==> config.mk <==
export PLATFORM = sky130hd
export DESIGN_NAME = stage_sequencer
export DESIGN_NICKNAME = d
export VERILOG_FILES = /design/src/rtl/stage_sequencer.sv
export SDC_FILE = /design/constraint.sdc
export NUM_CORES = 1
export LEC_CHECK = 0
export CAP_MARGIN = 20
export CELL_PAD_IN_SITES_DETAIL_PLACEMENT = 1
export CELL_PAD_IN_SITES_GLOBAL_PLACEMENT = 1
export CORE_MARGIN = 5
export CORE_UTILIZATION = 37
export DETAILED_ROUTE_END_ITERATION = 7
export PLACE_DENSITY = 0.95
export REMOVE_ABC_BUFFERS = 1
export SLEW_MARGIN = 10
export SYNTH_ARGS = -nofsm -noshare
export SYNTH_HDL_FRONTEND = slang
export SYNTH_SLANG_ARGS = --single-unit
==> constraint.sdc <==
create_clock -name CLK -period 2.7 [get_ports CLK]
set_input_delay 0.54 -clock CLK [delete_from_list [all_inputs] [get_ports CLK]]
set_output_delay 0.54 -clock CLK [all_outputs]
set_load 0.1 [all_outputs]
==> src/rtl/stage_sequencer.sv <==
// stage_sequencer: multi-cycle FETCH/DECODE/EXECUTE/MEM/WRITE controller that owns the PC,
// with IMEM/DMEM req/ack handshakes, halt-on-self-jump and ack timeout. Option: SEQ_PERF_CNT_EN.
module stage_sequencer #(
   parameter int              XLEN        = 32,
   parameter logic [XLEN-1:0] RESET_PC    = '0,
   parameter int              MEM_TIMEOUT = 15
) (
   input  logic            CLK,
   input  logic            RSTN,
   input  logic            START,
   output logic            IMEM_REQ,
   output logic [XLEN-1:0] IMEM_ADDR,
   input  logic            IMEM_ACK,
   output logic            DMEM_REQ,
   input  logic            DMEM_ACK,
   input  logic            IS_MEM,
   input  logic [XLEN-1:0] NEXT_PC,
   output logic            FETCH_EN,
   output logic            DECODE_EN,
   output logic            EXEC_EN,
   output logic            WB_EN,
   output logic [XLEN-1:0] PC,
   output logic            RETIRE,
`ifdef SEQ_PERF_CNT_EN
   output logic [63:0]     CYCLE_CNT,
   output logic [63:0]     INSTRET_CNT,
`endif
   output logic            HALTED,
   output logic            FAULT
);

   localparam int               CNT_W   = $clog2(MEM_TIMEOUT + 1);
   localparam logic [CNT_W-1:0] CNT_MAX = CNT_W'(MEM_TIMEOUT);

   typedef enum logic [2:0] {
      S_IDLE, S_FETCH, S_DECODE, S_EXECUTE, S_MEM, S_WRITE, S_HALT, S_ERROR
   } state_t;

   state_t            state_q, state_d;
   logic [XLEN-1:0]   pc_q;
   logic [XLEN-1:0]   npc_q;
   logic              halt_q;
   logic [CNT_W-1:0]  wait_q;
   logic              wait_clr, wait_inc, npc_ld, pc_ld;

   always_comb begin
      state_d   = state_q;
      IMEM_REQ  = 1'b0;
      DMEM_REQ  = 1'b0;
      FETCH_EN  = 1'b0;
      DECODE_EN = 1'b0;
      EXEC_EN   = 1'b0;
      WB_EN     = 1'b0;
      wait_clr  = 1'b0;
      wait_inc  = 1'b0;
      npc_ld    = 1'b0;
      pc_ld     = 1'b0;
      case (state_q)
         S_IDLE: begin
            wait_clr = 1'b1;
            if (START) state_d = S_FETCH;
         end
         // ACK in the cycle the counter sits at MEM_TIMEOUT still wins over the fault
         S_FETCH: begin
            IMEM_REQ = 1'b1;
            if (IMEM_ACK) begin
               FETCH_EN = 1'b1;
               state_d  = S_DECODE;
            end else if (wait_q == CNT_MAX) begin
               state_d = S_ERROR;
            end else begin
               wait_inc = 1'b1;
            end
         end
         S_DECODE: begin
            DECODE_EN = 1'b1;
            state_d   = S_EXECUTE;
         end
         S_EXECUTE: begin
            EXEC_EN = 1'b1;
            npc_ld  = 1'b1;
            if (IS_MEM) begin
               wait_clr = 1'b1;
               state_d  = S_MEM;
            end else begin
               state_d = S_WRITE;
            end
         end
         S_MEM: begin
            DMEM_REQ = 1'b1;
            if (DMEM_ACK) begin
               state_d = S_WRITE;
            end else if (wait_q == CNT_MAX) begin
               state_d = S_ERROR;
            end else begin
               wait_inc = 1'b1;
            end
         end
         S_WRITE: begin
            WB_EN    = 1'b1;
            pc_ld    = 1'b1;
            wait_clr = 1'b1;
            state_d  = halt_q ? S_HALT : S_FETCH;
         end
         default: ;
      endcase
   end

   assign RETIRE    = WB_EN;
   assign HALTED    = (state_q == S_HALT);
   assign FAULT     = (state_q == S_ERROR);
   assign PC        = pc_q;
   assign IMEM_ADDR = pc_q;

   always_ff @(posedge CLK or negedge RSTN) begin
      if (!RSTN) begin
         state_q <= S_IDLE;
         pc_q    <= RESET_PC;
         halt_q  <= 1'b0;
         wait_q  <= '0;
      end else begin
         state_q <= state_d;
         if (pc_ld)  pc_q   <= npc_q;
         if (npc_ld) halt_q <= (NEXT_PC == pc_q);
         if (wait_clr)      wait_q <= '0;
         else if (wait_inc) wait_q <= wait_q + 1'b1;
      end
   end

   // npc_q is pure data: only read after EXECUTE has loaded it
   always_ff @(posedge CLK) begin
      if (npc_ld) npc_q <= NEXT_PC;
   end

`ifdef SEQ_PERF_CNT_EN
   logic [63:0] cycle_q, instret_q;
   logic        active;

   assign active = (state_q != S_IDLE) && (state_q != S_HALT) && (state_q != S_ERROR);

   always_ff @(posedge CLK or negedge RSTN) begin
      if (!RSTN) begin
         cycle_q   <= '0;
         instret_q <= '0;
      end else begin
         if (active) cycle_q   <= cycle_q + 64'd1;
         if (WB_EN)  instret_q <= instret_q + 64'd1;
      end
   end

   assign CYCLE_CNT   = cycle_q;
   assign INSTRET_CNT = instret_q;
`endif

endmodule

==> flow_summary.ini, run 1 <==
[status]
outcome = complete, no violations

[worst_setup_path]
crit_buf_inv = 2
reg2regPathDepth = 4
path_cells = nor2b_1 > nand2_1 > inv_1 > buf_12
cp_top_family = flip-flops
path_depth = 4
cp-end-kind = output pin
required_ns = 2.16
crit_slowest_cell = dfrtp_1
path_class = reg -> out
start_kind = flip-flop
crit_arrival_ns = 1.92
critPathMaxFanout = 16
slowest_delay_ns = 0.69

[worst_hold_path]
worst_hold_path_type = in -> async

[routing]
drtIter0Drc = 79
wirelength_mm = 9.10
post_drt_wl_per_cell_um = 17.7
viasPerCell = 4.93
drtPass1Iterations = 4
drtAntennaViolNets = 0
vias = 2532
remaining_drc_errors = 0

[clocking]
clock_sinks = 72
cts_setup_buffers = 0
cts_hold_buf = 0
tritoncts = done
htree_num_levels = 3
root_buffer = clkbuf_8
cts_buffers = 9
path_clk_slew_ns = 0.09
clock_path_buffers = 2
cts_resized = 0
clock_latency_ns = 0.34

[final_layout]
diodes = 0
final_cell_area_sq_um = 4440
final_util = 0.507
drive_above_1_share = 0.239
fill_cells = 1013
syn_to_final_growth_pct = 32.8
nNetsFinal = 441

[sta]
setup_viol = 0
finalHoldViolations = 0
rsz0062_at_grt = false
fin_setup_tns_ns = 0
finClkSkew_ns = 0.0163
slew_violations = 0
worst_pin_slew_ns = 0.578
finalHoldWorstSlack_ns = 0.0233
layout_min_cycle_time_ns = 2.46
max_freq_ghz = 0.407
slew_headroom = 0.615
period_share = 0.911

[floorplanning]
core_area_sq_um = 8760
die-area_sq_um = 11000
start_util = 0.382
die_height_um = 105
pin_count = 111
die_x_um = 105
num_rows = 34

[synthesis]
synth_top_area_share = 0.299
synth_cells = 316
yosysWarningCount = 0
syn_area_sq_um = 3350
synth-seq-cells = 72
netlist-cell-type-count = 32
yosysSeqAreaShare = 0.586
synth.avg_cell_area_sq_um = 10.6
synthTopCellsByArea = dfrtp_1 30%, edfxtp_1 29%, nand2_1 11%
synth_area_leader_cell = dfrtp_1

[placed_design]
port_buffers = 110
dpl-instance-area_sq_um = 4190
gp_congestion = 0.796
place.detailed.hpwl_mm = 6.68

[global_routing]
grt_pass1_vias = 2849
grt_util_all_layers = 0.167
grt_util_met3 = 0.0469
top_usage_layer = met2
antenna_found_initial = 0
grt_overflow = 0
grt_max_degree = 41
grtUsageMet1 = 0.196
met2_usage = 0.296
grt_pass1_wl_mm = 14.7

[job]
drv_cap = 0
[flip-flops by register name, summed over array words and instances, names as in the netlist]
name       cells
IMEM_ADDR     32
npc_q         32
wait_q         4
state_q        3
halt_q         1
[stage by stage]
step | setup slack [ns] | std cells
after floorplan | -0.869 | 274
after global placement | 0.481 | 497
after detailed placement | 0.458 | 497
after CTS | 0.221 | 513
after global routing | 0.0821 | 514
final | 0.241 | 514
[final timing paths]
check / start / end / slack (ns)
max in group asynchronous: RSTN / state_q[0]$_DFFE_PN0P_ / 2.22
setup / recovery: state_q[1]$_DFFE_PN0P_ / EXEC_EN / 0.24
setup reg to reg: state_q[1]$_DFFE_PN0P_ / npc_q[7]$_DFFE_PN_ / 0.67
hold / removal: RSTN / IMEM_ADDR[9]$_DFFE_PN0N_ / 0.02
min in group CLK: npc_q[24]$_DFFE_PN_ / IMEM_ADDR[24]$_DFFE_PN0N_ / 0.45
hold reg to reg: npc_q[24]$_DFFE_PN_ / IMEM_ADDR[24]$_DFFE_PN0N_ / 0.45
[area by class of cell]
class                      instances  area (sq um)  share of cell area
sequential                        72          1960               0.442
clock inverter                     6          91.3              0.0206
multi-input combinational        198          1080               0.243
clock buffer                      10           138              0.0310
inverter                           4          15.0             0.00338
timing repair buffer             116          1020               0.230
tap                              108           135              0.0304
[metal layers]
layer | vias up | part of all wire | wire (um)
met2 | 83 | 0.52 | 4770
met5 | - | 0 | 0
met3 | 10 | 0.048 | 439
li1 | 1181 | - | -
met1 | 1258 | 0.42 | 3780
met4 | 0 | 0.012 | 106
[synth_stat cells, drive strengths merged]
| cell | instances |
|---|---|
| xnor2 | 13 |
| a2111oi | 1 |
| dfrtp | 40 |
| nand2b | 4 |
| inv | 4 |
| nor2b | 5 |
| nor3 | 2 |
| edfxtp | 32 |
| clkbuf | 4 |
| o31ai | 2 |
| ha | 2 |
| nand4 | 4 |
| o22ai | 1 |
| or3 | 1 |
| and2 | 1 |
| and3 | 2 |
| nand2 | 101 |
| a211oi | 1 |
| nand3 | 3 |
| buf | 38 |
| or2b | 2 |
| a21oi | 6 |
| o21ai | 3 |
| a22o | 2 |
| nor4 | 5 |
| nor2 | 10 |
| xor2 | 22 |
| or3b | 2 |
| mux2i | 1 |
| o32ai | 1 |
| a31oi | 1 |
[logic make-up (layout without fill, tap and decap cells)]
family	after synthesis	count (layout)	synth area share
fa+ha+maj	2	2	0.00748
buf+inv	46	136	0.0905
simple gates	142	142	0.183
compound gates	18	18	0.0381
xor+xnor	35	35	0.0916
flops	72	72	0.586
mux	1	1	0.00299
[worst reg2reg max path, cell delays in order (launching register included)]
cell and delay (ns):
dfrtp_1 0.69, nor2b_1 0.30, nand2_1 0.15, inv_1 0.24, buf_4 0.34
[cell usage in the layout, fill, tap and decap left out, types with 3 or more instances in the layout]
cell type	instances
nand2_1	101
buf_4	74
dfrtp_1	40
clkdlybuf4s50_1	36
edfxtp_1	32
xor2_1	22
xnor2_1	13
nor2_1	10
clkbuf_8	10
a21oi_1	6
nor2b_1	5
nor4_1	5
buf_12	5
nand2b_1	4
inv_1	4
nand4_1	4
nand3_1	3
o21ai_0	3
Power of run 1 is not shown: default switching activity piles up to over one toggle a cycle in this logic, so the estimate is an artifact.
==> run 2: changes to the inputs <==
Settings changed: CAP_MARGIN 20 to default, SETUP_SLACK_MARGIN from default to 0.5, SLEW_MARGIN 10 to default.
==> run 2 against run 1 <==
Cell area grew 1.3%. Final cell count grew 1.6%. Critical endpoint is now HALTED. Fmax grew 14%.
==> flow_summary.ini, run 2 (synthesis results as in run 1) <==
[worst_setup_path]
start_kind = flip-flop
crit_buf_inv = 1
r2r_setup_slack_ns = 0.78
slowest_delay_ns = 0.52
crit_slowest_cell = dfrtp_2
rr_startpoint = state_q[2]$_DFFE_PN0P_
critPathMaxFanout = 17
path_class = reg -> out
cp-end-kind = output pin
reg2regPathDepth = 6
reg2reg_to = wait_q[3]$_DFFE_PN0P_
crit_arrival_ns = 1.62
required_ns = 2.16
cp_top_family = flip-flops
path_cells = or2b_1 > nor2_1 > buf_4

[final_layout]
diodes = 0
layout_common_cells = 101 x nand2_1, 83 x buf_4, 37 x dfrtp_1
fill_cells = 1021
drive_above_1_share = 0.268
syn_to_final_growth_pct = 34.5
nNetsFinal = 449
layout_commonest_cell = nand2_1

[routing]
drtIter0Drc = 64
drtAntennaViolNets = 0
vias = 2566
wirelength_mm = 9.33
remaining_drc_errors = 0
post_drt_wl_per_cell_um = 17.9
drtPass1Iterations = 4
viasPerCell = 4.92

[floorplanning]
core_area_sq_um = 8760
num_rows = 34
die-area_sq_um = 11000
start_util = 0.382
die_height_um = 105
pin_count = 111
die_x_um = 105

[sta]
rsz0062_at_grt = true
max_freq_ghz = 0.463
finalHoldWorstSlack_ns = 0.340
finalHoldViolations = 0
slew_headroom = 0.361
slew_violations = 0
worst_pin_slew_ns = 0.958
period_share = 0.799
finClkSkew_ns = 0.0115
fin_ws_ns = 0.541
setup_viol = 0
layout_min_cycle_time_ns = 2.16

[clocking]
htree_num_levels = 3
clock_latency_ns = 0.35
clock_path_buffers = 2
root_buffer = clkbuf_8
cts_buffers = 9
cts_hold_buf = 0
tritoncts = done
path_clk_slew_ns = 0.09
clock_sinks = 72

[global_routing]
grt_util_all_layers = 0.168
grt_max_degree = 41
grt_pass1_wl_mm = 14.9
antenna_found_initial = 0
grt_pass1_vias = 2881
grt_overflow = 0

[placed_design]
place.detailed.hpwl_mm = 6.68
pre_cts_slack_ns = 0.458
gp_congestion = 0.796
port_buffers = 110

[worst_hold_path]
worst_hold_path_type = in -> async

[job]
drv_cap = 0

[status]
outcome = complete, no violations
-- run 2: cell types whose count changed in the layout (fill, tap and decap cells not counted), sizes merged --
cell,change
clkinvlp,+1
inv,-1
buf,+8
-- run 2: metrics by stage --
step / TNS, ns / utilization / instances / instance area (sq um)
floorplan: -22.23 / - / 274 / 3060
global placement: 0 / 0.479 / 497 / 4190
detailed placement: 0 / 0.479 / 497 / 4190
CTS: 0 / 0.508 / 516 / 4450
global route: 0 / 0.514 / 522 / 4500
finish: 0 / 0.514 / 522 / 4500
-- run 2: worst register-to-register path, delay by kind of cell (launching register included) --
| kind | cells | cell delay [ns] |
|---|---|---|
| AOI/OAI and AO/OA | 1 | 0.31 |
| DFF | 1 | 0.51 |
| buffers and inverters | 1 | 0.18 |
| and+or+nand+nor | 3 | 0.65 |
| xor gates and xnor gates | 1 | 0.15 |
-- run 2: how the worst max path moves through the flow --
| stage | startpoint | to | slack (ns) | cells past startpoint |
|---|---|---|---|---|
| global placement | IMEM_ACK | wait_q[3]$_DFFE_PN0P_ | 0.48 | 6 |
| floorplan | state_q[1]$_DFFE_PN0P_ | RETIRE | -0.87 | 3 |
| detailed placement | IMEM_ACK | wait_q[2]$_DFFE_PN0P_ | 0.46 | 6 |
| CTS | state_q[2]$_DFFE_PN0P_ | EXEC_EN | 0.53 | 4 |
| global route | state_q[1]$_DFFE_PN0P_ | FETCH_EN | 0.47 | 4 |
| finish | state_q[2]$_DFFE_PN0P_ | HALTED | 0.54 | 3 |
-- run 2: layer usage --
layer | vias to the layer above | track usage | routed length [um]
met5 | - | 0 | 0
met4 | 0 | 0.0475 | 131
met3 | 13 | 0.0469 | 450
met2 | 78 | 0.302 | 4960
met1 | 1282 | 0.196 | 3790
li1 | 1193 | - | -
-- run 2: timing repair --
| action | CTS | global route |
|---|---|---|
| gates resized for setup | 5 | 1 |
| endpoints found under the setup margin | 7 | 5 |
| setup buffers | 3 | 6 |
| endpoints found under the hold margin | 0 | 0 |
-- run 2: final cells by class --
| cell class | count | area, sq um | area share |
|---|---|---|---|
| clock buffer | 10 | 138 | 0.0306 |
| multi-input combinational | 198 | 1080 | 0.241 |
| sequential | 72 | 1970 | 0.437 |
| tap | 108 | 135 | 0.0300 |
| inverter | 4 | 18.8 | 0.00417 |
| timing repair buffer | 124 | 1070 | 0.237 |
| clock inverter | 6 | 91.3 | 0.0203 |
Power of run 2 is left out for the same reason.
==> run 3: changes to the inputs <==
Settings changed: CORE_UTILIZATION 37 to 31, PLACE_DENSITY 0.95 to 0.86.
Clock period 2.7 ns to 1.8 ns, I/O delays scaled along.
==> run 3 against run 2 <==
Routed wire length rose by 24%. Non-clock buffer count rose by 49. Die area grew 17%. The flow now finishes with violations (negative setup slack). Setup slack worse by 0.59 ns. Register-to-register slack worse by 0.75 ns.
==> flow_summary.ini, run 3 (synthesis results as in run 1) <==
[worst_setup_path]
required_ns = 1.44
critPathMaxFanout = 4
rr_startpoint = state_q[2]$_DFFE_PN0P_
crit_arrival_ns = 1.49
r2r_setup_slack_ns = 0.03
cp-end-kind = output pin
path_class = reg -> out
start_kind = flip-flop
reg2reg_to = wait_q[3]$_DFFE_PN0P_
crit_path_start = state_q[0]$_DFFE_PN0P_
cp-endpoint = HALTED
reg2regPathDepth = 6

[clocking]
clock_sinks = 72
root_buffer = clkbuf_8
htree_num_levels = 3
tritoncts = done
clock_path_buffers = 2
cts_buffers = 9
clock_latency_ns = 0.34
cts_hold_buf = 0
path_clk_slew_ns = 0.08

[status]
outcome = finished with violations
violations = negative setup slack

[global_routing]
grt_max_degree = 41
grt_overflow = 0
grt_util_all_layers = 0.181
antenna_found_initial = 0
grt_pass1_wl_mm = 18.3
grt_pass1_vias = 3332

[job]
drv_cap = 0

[floorplanning]
pin_count = 111
die_height_um = 114
die_x_um = 114
num_rows = 38
die-area_sq_um = 13000
start_util = 0.313
core_area_sq_um = 10700

[final_layout]
layout_common_cells = 83 x buf_12, 54 x nand2_1, 33 x clkdlybuf4s50_1
layout_commonest_cell = buf_12
syn_to_final_growth_pct = 91.9
nNetsFinal = 498
diodes = 0
drive_above_1_share = 0.555
finalNonFillerCells = 603

[sta]
finalHoldViolations = 0
max_freq_ghz = 0.541
slew_violations = 0
fin_ws_ns = -0.0491
slew_headroom = 0.613
worst_pin_slew_ns = 0.576
rsz0062_at_grt = true
finClkSkew_ns = 0.00845
setup_viol = 6
period_share = 1.03
layout_min_cycle_time_ns = 1.85

[routing]
drtIter0Drc = 81
viasPerCell = 4.75
met1_length_mm = 4.43
remaining_drc_errors = 0
post_drt_wl_per_cell_um = 19.2
wirelength_mm = 11.6
dr_wl_met2_mm = 6.35
drtAntennaViolNets = 0
drtPass1Iterations = 5
vias = 2863
wl_met3_um = 562
dr.max_layer_used = met4

[worst_hold_path]
worst_hold_path_type = in -> async

[placed_design]
place_inst = 546
port_buffers = 110
place.detailed.hpwl_mm = 7.43
gp_congestion = 0.784
run 3: cell count changes in the layout (fill, tap and decap cells not counted), moves of 4 or more:
cell,previous run,this run
buf_12,4,83
buf_16,0,4
buf_4,83,28
buf_6,0,21
dfrtp_1,37,10
dfrtp_2,3,30
nand2_1,101,54
nand2_2,0,27
nand2_4,0,20
nor2_1,10,5
run 3: how the worst min path moves through the flow:
stage,depth (start not counted),endpoint
6_report,2,IMEM_ADDR[25]$_DFFE_PN0N_
3_3_place_gp,2,IMEM_ADDR[19]$_DFFE_PN0N_
5_1_grt,2,IMEM_ADDR[25]$_DFFE_PN0N_
2_1_floorplan,0,IMEM_ADDR[0]$_DFFE_PN0N_
3_5_place_dp,2,IMEM_ADDR[8]$_DFFE_PN0N_
4_1_cts,2,IMEM_ADDR[25]$_DFFE_PN0N_
run 3: final cells by class:
class                           instances  area (sq um)
Tap cell                              140           175
Timing Repair Buffer                  173          2580
Inverter                                4          30.0
Sequential cell                        72          2000
Clock inverter                          5          31.3
Fill cell                            1037          4280
Multi-Input combinational cell        198          1450
Clock buffer                           11           151
run 3: per-stage QoR:
stage | utilization | setup TNS (ns) | setup WS, ns | cell area, sq um | hold slack [ns]
global placement | 0.488 | -0.721 | -0.230 | 5230 | 0.418
floorplan | - | -86.52 | -1.59 | 3060 | 0.0644
detailed placement | 0.488 | -1.07 | -0.310 | 5230 | 0.429
global route | 0.600 | -0.755 | -0.105 | 6420 | 0.150
CTS | 0.572 | -0.237 | -0.0982 | 6120 | 0.112
finish | 0.600 | -0.195 | -0.0491 | 6420 | 0.0855
run 3: layer usage:
| layer | global-route usage | vias up |
|---|---|---|
| li1 | - | 1296 |
| met1 | 0.209 | 1455 |
| met2 | 0.339 | 91 |
| met3 | 0.0488 | 21 |
| met4 | 0.0340 | 0 |
| met5 | 0 | - |
run 3: critical path, stage by stage, from the launching register on:
cell	delay, ns
dfrtp_1	0.42
buf_6	0.15
or2b_4	0.28
nor2_4	0.11
buf_12	0.18
run 3: repair_timing:
action / CTS / global route
cloned: 3 / 0
resized for setup: 130 / 58
setup endpoints to repair: 145 / 145
buffers inserted: 31 / 7
pin swaps: 26 / 15
Power of run 3 is left out for the same reason.
